$ cat src/rtl/relay_credit_sender.sv
// relay_credit_sender: drains an FWFT source onto a LEVEL-stage registered link,
// gated by a credit counter replenished through a LEVEL-stage credit-return pipeline.
module relay_credit_sender #(
  parameter int DATA_WIDTH   = 32,
  parameter int LEVEL        = 2,
  parameter int CREDITS      = 8,
  parameter int CREDIT_WIDTH = $clog2(CREDITS + 1)
) (
  input  logic                    clk,
  input  logic                    reset,
  input  logic                    src_empty_n,
  output logic                    src_read,
  input  logic [DATA_WIDTH-1:0]   src_dout,
  input  logic                    send_ce,
  output logic                    link_write,
  output logic [DATA_WIDTH-1:0]   link_din,
  input  logic                    link_credit,
  output logic [CREDIT_WIDTH-1:0] credits,
  output logic                    idle,
  output logic                    credit_err
);
  localparam logic [CREDIT_WIDTH-1:0] FULL = CREDIT_WIDTH'(CREDITS);
  logic [CREDIT_WIDTH-1:0] r_credits;
  logic r_idle, r_err;
  logic w_send, w_cred_d, w_busy, w_full, w_ovf;
  assign w_send = ~reset & src_empty_n & send_ce & (r_credits != '0);
  assign w_full = r_credits == FULL;
  assign w_ovf = w_full & w_cred_d & ~w_send;
  generate
    if (LEVEL == 0) begin : g_pass
      assign link_write = w_send;
      assign link_din = src_dout;
      assign w_cred_d = link_credit;
      assign w_busy = 1'b0;
    end else begin : g_pipe
      logic [LEVEL-1:0] r_fv, r_cv;
      logic [DATA_WIDTH-1:0] r_fd [LEVEL];
      always_ff @(posedge clk)
        if (reset) begin
          r_fv <= '0;
          r_cv <= '0;
        end else begin
          r_fv <= LEVEL'({r_fv, w_send});
          r_cv <= LEVEL'({r_cv, link_credit});
        end
      // payload stages are unreset; the valid bits alone qualify them
      always_ff @(posedge clk) begin
        r_fd[0] <= src_dout;
        for (int k = 1; k < LEVEL; k++) r_fd[k] <= r_fd[k-1];
      end
      assign link_write = r_fv[LEVEL-1];
      assign link_din = r_fd[LEVEL-1];
      assign w_cred_d = r_cv[LEVEL-1];
      assign w_busy = |r_fv | |r_cv;
    end
  endgenerate
  always_ff @(posedge clk)
    if (reset) begin
      r_credits <= FULL;
      r_err <= 1'b0;
      r_idle <= 1'b1;
    end else begin
      r_credits <= w_ovf ? FULL : r_credits - CREDIT_WIDTH'(w_send) + CREDIT_WIDTH'(w_cred_d);
      r_err <= r_err | w_ovf;
      r_idle <= w_full & ~w_send & ~w_busy;
    end
  assign src_read = w_send;
  assign credits = r_credits;
  assign idle = r_idle;
  assign credit_err = r_err;
endmodule

$ cat config.mk
export PLATFORM = sky130hd
export DESIGN_NAME = relay_credit_sender
export DESIGN_NICKNAME = d
export VERILOG_FILES = /design/src/rtl/relay_credit_sender.sv
export SDC_FILE = /design/constraint.sdc
export NUM_CORES = 1
export LEC_CHECK = 0
export ABC_AREA = 1
export CAP_MARGIN = 20
export CORE_MARGIN = 4
export CORE_UTILIZATION = 38
export DETAILED_ROUTE_END_ITERATION = 8
export GPL_ROUTABILITY_DRIVEN = 0
export GPL_TIMING_DRIVEN = 0
export PLACE_DENSITY = 0.76
export SYNTH_ARGS = -nofsm -noshare
export SYNTH_HDL_FRONTEND = slang
export SYNTH_SLANG_ARGS = --single-unit
$ cat constraint.sdc
create_clock -name clk -period 1.8 [get_ports clk]
set_input_delay 0.36 -clock clk [delete_from_list [all_inputs] [get_ports clk]]
set_output_delay 0.36 -clock clk [all_outputs]
set_load 0.05 [all_outputs]
# ---- Word level (Yosys, flattened, before mapping)
# Memories as Yosys holds them, arrays and structs flattened.
# Index checks and enable logic that the tools add are counted.
dict set report word_totals {
  ramBits 64
  word_cells 25
  mem_count 1
  ff_bits 10
  inputBits 37
  out_inout_bits 40
}
# memory words word_bits read_ports rd_clocked_by_memory_dff write_ports line_no
set mem_list {}
lappend mem_list {g_pipe.r_fd 2 32 2 0 2 37} ;# logic [DATA_WIDTH-1:0] r_fd [LEVEL];
dict set report classes {
  n_addsub 2
  n_eq_ne 1
  n_reduce_logical 4
  bitwise_logic 12
}
# operator count
set op_table {}
lappend op_table {{1-bit AND} 7}
lappend op_table {{2-bit OR reduction} 3}
lappend op_table {{4-bit by 1-bit adder with 4-bit output} 1}
lappend op_table {{4-bit == test, second input constant} 1}
lappend op_table {{4-bit nonzero test} 1}
lappend op_table {{4-bit by 1-bit subtractor with 4-bit output} 1}
lappend op_table {{1-bit inverter} 3}
lappend op_table {{1-bit OR} 2}

# ---- Logic depth before layout (Yosys ltp)
dict set report logic_depth {
  ltp_word 7
  mapped_depth 13
  mapped_depth_nobuf 13
}

# ---- Worst setup path before layout
# Ideal clock, no wire load.
dict set report synth_timing {
  path_type {register -> register}
  start {reg r_credits[2] (netlist: credits[2])}
  end {reg r_credits[1] (netlist: credits[1])}
  required_time_ns 1.690
  path_slack_ns -0.701
  period_less_slack_ns 2.501
  stages_incl_launch_ff 12
  path_buffers 0
  setup_time_ns 0.110
  arrival_time_ns 2.390
  cell_sequence {dfxtp_1 -> inv_1 -> ha_1 -> nand2_1 -> nand2_2 -> inv_1 -> nand2_1 -> nand2_1 -> ha_1 -> fa_1 -> inv_1 -> nor2_1}
}
dict set report synth_between {
  elab_chain_cells 5
  elab_cells_between_ends 9
  cone_classes {2 x add/sub; 1 x eq/ne; 4 x bitwise; 2 x reduce/logical}
}
# item line_no
set synth_lines {}
lappend synth_lines {{from (decl)} 23} ;# logic [CREDIT_WIDTH-1:0] r_credits;
lappend synth_lines {{from (signal assigned)} 63} ;# r_credits <= w_ovf ? FULL : r_credits - CREDIT_WIDTH'(w_send) + CREDIT_WIDTH'(w_cred_d);
lappend synth_lines {{4-bit nonzero test *} 26} ;# assign w_send = ~reset & src_empty_n & send_ce & (r_credits != '0);
lappend synth_lines {{1-bit AND *} 26}
lappend synth_lines {{named net src_read} 12} ;# output logic src_read,
lappend synth_lines {{parallel branches: the longest is 3 deep, another holds 4-bit by 1-bit subtractor with 4-bit output} n/a}
# Mark *: on every way through the listed nets, which the timed path passes.
# A chain may end at the register's enable or synchronous reset.

# ---- Worst setup path in the final report
dict set report layout_timing {
  start {in src_empty_n}
  end {out src_read}
}
dict set report layout_between {
  elab_chain_cells 3
}
# item line_no
set layout_lines {}
lappend layout_lines {{from (decl)} 11} ;# input logic src_empty_n,
lappend layout_lines {{1-bit AND (3 in a row)} 26}
lappend layout_lines {{to (decl)} 12}
# No other way between the ends.

==> flow_metrics.env <==
export IMPL_status="complete, no violations"
export IMPL_area_of_combinational_cells_with_multiple_inputs_sq_um=304
export IMPL_detail_route_wl_per_cell_um=10.2
export IMPL_clock_skew_final_ns=0.0116
export IMPL_ff_latch_area_sq_um=1490
export IMPL_drt_pre_antenna_iters=3
export IMPL_synth_warning_count=0
export IMPL_clkSinkCount=74
export IMPL_avgViaCountPerCell=3.74
export IMPL_final_common_cell="sky130_fd_sc_hd__dfxtp_1"
export IMPL_actual_transition_at_the_worst_max_transition_pin_ns=0.512
export IMPL_start_util_pct=39.3
export IMPL_clock_insertion_delay_worst_skew_ns=0.32
export IMPL_worstReg2RegEnd="credits[1]"
export IMPL_final_setup_viol_count=0
export IMPL_critical_path_arrival_ns=1.42
export IMPL_final_area_sq_um=3160
export IMPL_die_width_um=80.7
export IMPL_tritoncts_clock_tree="yes"
export IMPL_remaining_drc_errors=0
export IMPL_ys_top_cells_by_area="sky130_fd_sc_hd__dfxtp_1, sky130_fd_sc_hd__buf_4, sky130_fd_sc_hd__ha_1, sky130_fd_sc_hd__inv_1, sky130_fd_sc_hd__nand2_1"
export IMPL_timing_slew_headroom_pct=66.0
export IMPL_antenna_violation_net_count_after_detailed_routing=0
export IMPL_finalCritPeriodShare_pct=98.8
export IMPL_power_switching_mw=1.05
export IMPL_worst_path_max_fanout=3
export IMPL_maxSlewViolCount=0
export IMPL_clock_tree_htree_level_count=3
export IMPL_post_route_cells_drive_above_1_share_pct=30.2
export IMPL_routed_via_count=1228
export IMPL_grt_util_all_layers_pct=10.8
export IMPL_fp_coreArea_sq_um=5110
export IMPL_power_per_cell_area_nw_per_um2=1230
export IMPL_r2r_cells=11
export IMPL_setup_reg_to_reg_worst_slack_ns=0.05
export IMPL_total_power_mw=3.90
export IMPL_cts_hold_buffers_added=0
export IMPL_power_share_clock_pct=34.1
export IMPL_cts_buffers_inserted=9
export IMPL_pin_count_of_the_biggest_net_entering_global_routing=13
export IMPL_layout_core_utilization_pct=61.8
export IMPL_post_dp_hpwl_um=2500
export IMPL_synthToLayoutAreaGrowth_pct=57.1
export IMPL_setup_worst_path_start="src_empty_n"
export IMPL_post_synth_top_area_fraction_pct=73.8
export IMPL_critical_path_endpoint="src_read"
export IMPL_rsz_0062_raised_after_global_routing="true"
export IMPL_max_vdd_ir_drop_uv=899
export IMPL_crit_path_start_kind="primary input"
export IMPL_hold_fails_final_rpt=0
export IMPL_placementRows=26
export IMPL_placedInstanceArea_sq_um=2900
export IMPL_cts_reportedPaths_clkPinSlew_ns=0.08
export IMPL_synthDistinctLibCells=14
export IMPL_synth_fp_nets=203
export IMPL_p_int_mw=2.85
export IMPL_final_min_clock_period_ns=1.78
export IMPL_clockRootBuffer="sky130_fd_sc_hd__clkbuf_8"
export IMPL_synth_seq_area_share_pct=73.8
export IMPL_residual_overflow_from_global_routing=0
export IMPL_synth_area_leader_cell="sky130_fd_sc_hd__dfxtp_1"
export IMPL_nFillCells=414
export IMPL_timing_setup_critical_path_class="in2out"
export IMPL_drv_cap=0
export IMPL_first_pass_grt_wire_length_um=5150
export IMPL_hold_slack_ns=0.320
export IMPL_antenna_diode_count=0
export IMPL_switching_share_pct=26.8
export IMPL_layout_common_cells="sky130_fd_sc_hd__dfxtp_1, sky130_fd_sc_hd__dlygate4sd2_1, sky130_fd_sc_hd__buf_4"
export IMPL_full_die_area_sq_um=6510
export IMPL_drt_first_iter_violations=16
export IMPL_synth_avg_cell_area_sq_um=12.6
export IMPL_io_pins=77
export IMPL_design_final_nets=297
export IMPL_max_freq_ghz=0.562
export IMPL_synth_area_sq_um=2010
export IMPL_fp_dieH_um=80.7
export IMPL_worstSetupEndpointType="output pin"
export IMPL_wl_um=3360
export IMPL_power_leakage_nw=1.46
export IMPL_worstHoldStart="g_pipe.r_fd[0][28]"
export IMPL_min_path_type="reg2reg"
export IMPL_first_global_vias=1204
export IMPL_netlist_instances=160
export IMPL_number_of_port_buffers=76
export IMPL_combinationalPowerShare_pct=19.6
export IMPL_worst_r2r_startpoint="credits[2]"
export IMPL_fin_tns_setup_ns=0
export IMPL_clock_tree_buffer_depth=2
export IMPL_crit_required_ns=1.44
export IMPL_initial_antenna_violation_count=0
export IMPL_ys_seq_elements=74
export IMPL_seqPwrFrac_pct=46.3
cell families after synthesis:
family | after synthesis | synth area share (%)
xor gates and xnor gates | 1 | 0.436
AOI/OAI and AO/OA | 1 | 0.249
adders and majority gates | 6 | 4.11
DFF | 74 | 73.8
buffers and inverters | 48 | 15.0
and+or+nand+nor | 30 | 6.48
worst max-delay path: stages:
cell and delay [ns]:
sky130_fd_sc_hd__clkdlybuf4s50_1 0.45, sky130_fd_sc_hd__nand2_1 0.06, sky130_fd_sc_hd__nor2_2 0.15, sky130_fd_sc_hd__nand2_4 0.08, sky130_fd_sc_hd__clkinvlp_4 0.07, sky130_fd_sc_hd__buf_2 0.25
final cells by class:
type / count / area share, %
clock inverter: 5 / 2.46
sequential: 74 / 47.3
tap: 70 / 2.78
buffer: 32 / 7.61
inverter: 16 / 2.18
clock buffer: 10 / 4.04
multi-input combinational: 38 / 9.64
timing repair buffer: 83 / 24.0
registers in the layout, summed over array words and instances (netlist names):
name / cells
g_pipe.r_fd: 64
g_pipe.r_fv: 2
g_pipe.r_cv: 2
credit_err: 1
credits: 4
idle: 1
what timing repair did:
item	CTS	global route
cloned	0	0
resized for setup	45	10
endpoints found under the setup margin	43	4
pin swaps	2	9
setup buffers	3	4
through the flow:
step,worst slack (ns),std cells
2_1_floorplan,-0.282,160
3_3_place_gp,-0.697,306
6_report,0.0216,328
3_5_place_dp,-0.695,306
4_1_cts,0.0118,324
5_1_grt,-0.0713,328
routing by layer:
metal	wire (um)	global-route usage, %	vias up
met4	14	5.57	0
met5	0	0	-
met3	248	4.71	2
met1	1330	10.5	545
li1	-	-	636
met2	1760	19.1	45
how the worst min path moves through the flow:
stage	endpoint	cells after the start
after floorplan	g_pipe.r_fd[0][32]	0
after global placement	g_pipe.r_fd[0][59]	0
after detailed placement	g_pipe.r_fd[0][34]	0
after CTS	g_pipe.r_fd[0][55]	0
after global routing	g_pipe.r_fd[0][46]	0
final	g_pipe.r_fd[0][60]	0
cells in the mapped netlist:
| library cell | n |
|---|---|
| sky130_fd_sc_hd__a21oi_1 | 1 |
| sky130_fd_sc_hd__buf_4 | 32 |
| sky130_fd_sc_hd__dfxtp_1 | 74 |
| sky130_fd_sc_hd__fa_1 | 1 |
| sky130_fd_sc_hd__ha_1 | 5 |
| sky130_fd_sc_hd__inv_1 | 15 |
| sky130_fd_sc_hd__inv_2 | 1 |
| sky130_fd_sc_hd__nand2_1 | 11 |
| sky130_fd_sc_hd__nand2_2 | 3 |
| sky130_fd_sc_hd__nand3_1 | 4 |
| sky130_fd_sc_hd__nand4_1 | 1 |
| sky130_fd_sc_hd__nor2_1 | 10 |
| sky130_fd_sc_hd__nor2_2 | 1 |
| sky130_fd_sc_hd__xnor2_1 | 1 |
power by group through the flow:
stage	combinational [mW]	clock (mW)	sequential, mW
2_1_floorplan	0.394	0	1.94
3_3_place_gp	0.741	0	1.83
3_5_place_dp	0.750	0	1.84
4_1_cts	0.709	1.38	1.80
5_1_grt	0.830	1.44	1.82
6_report	0.763	1.33	1.80
Note: power is estimated with default switching activity, not from simulation.
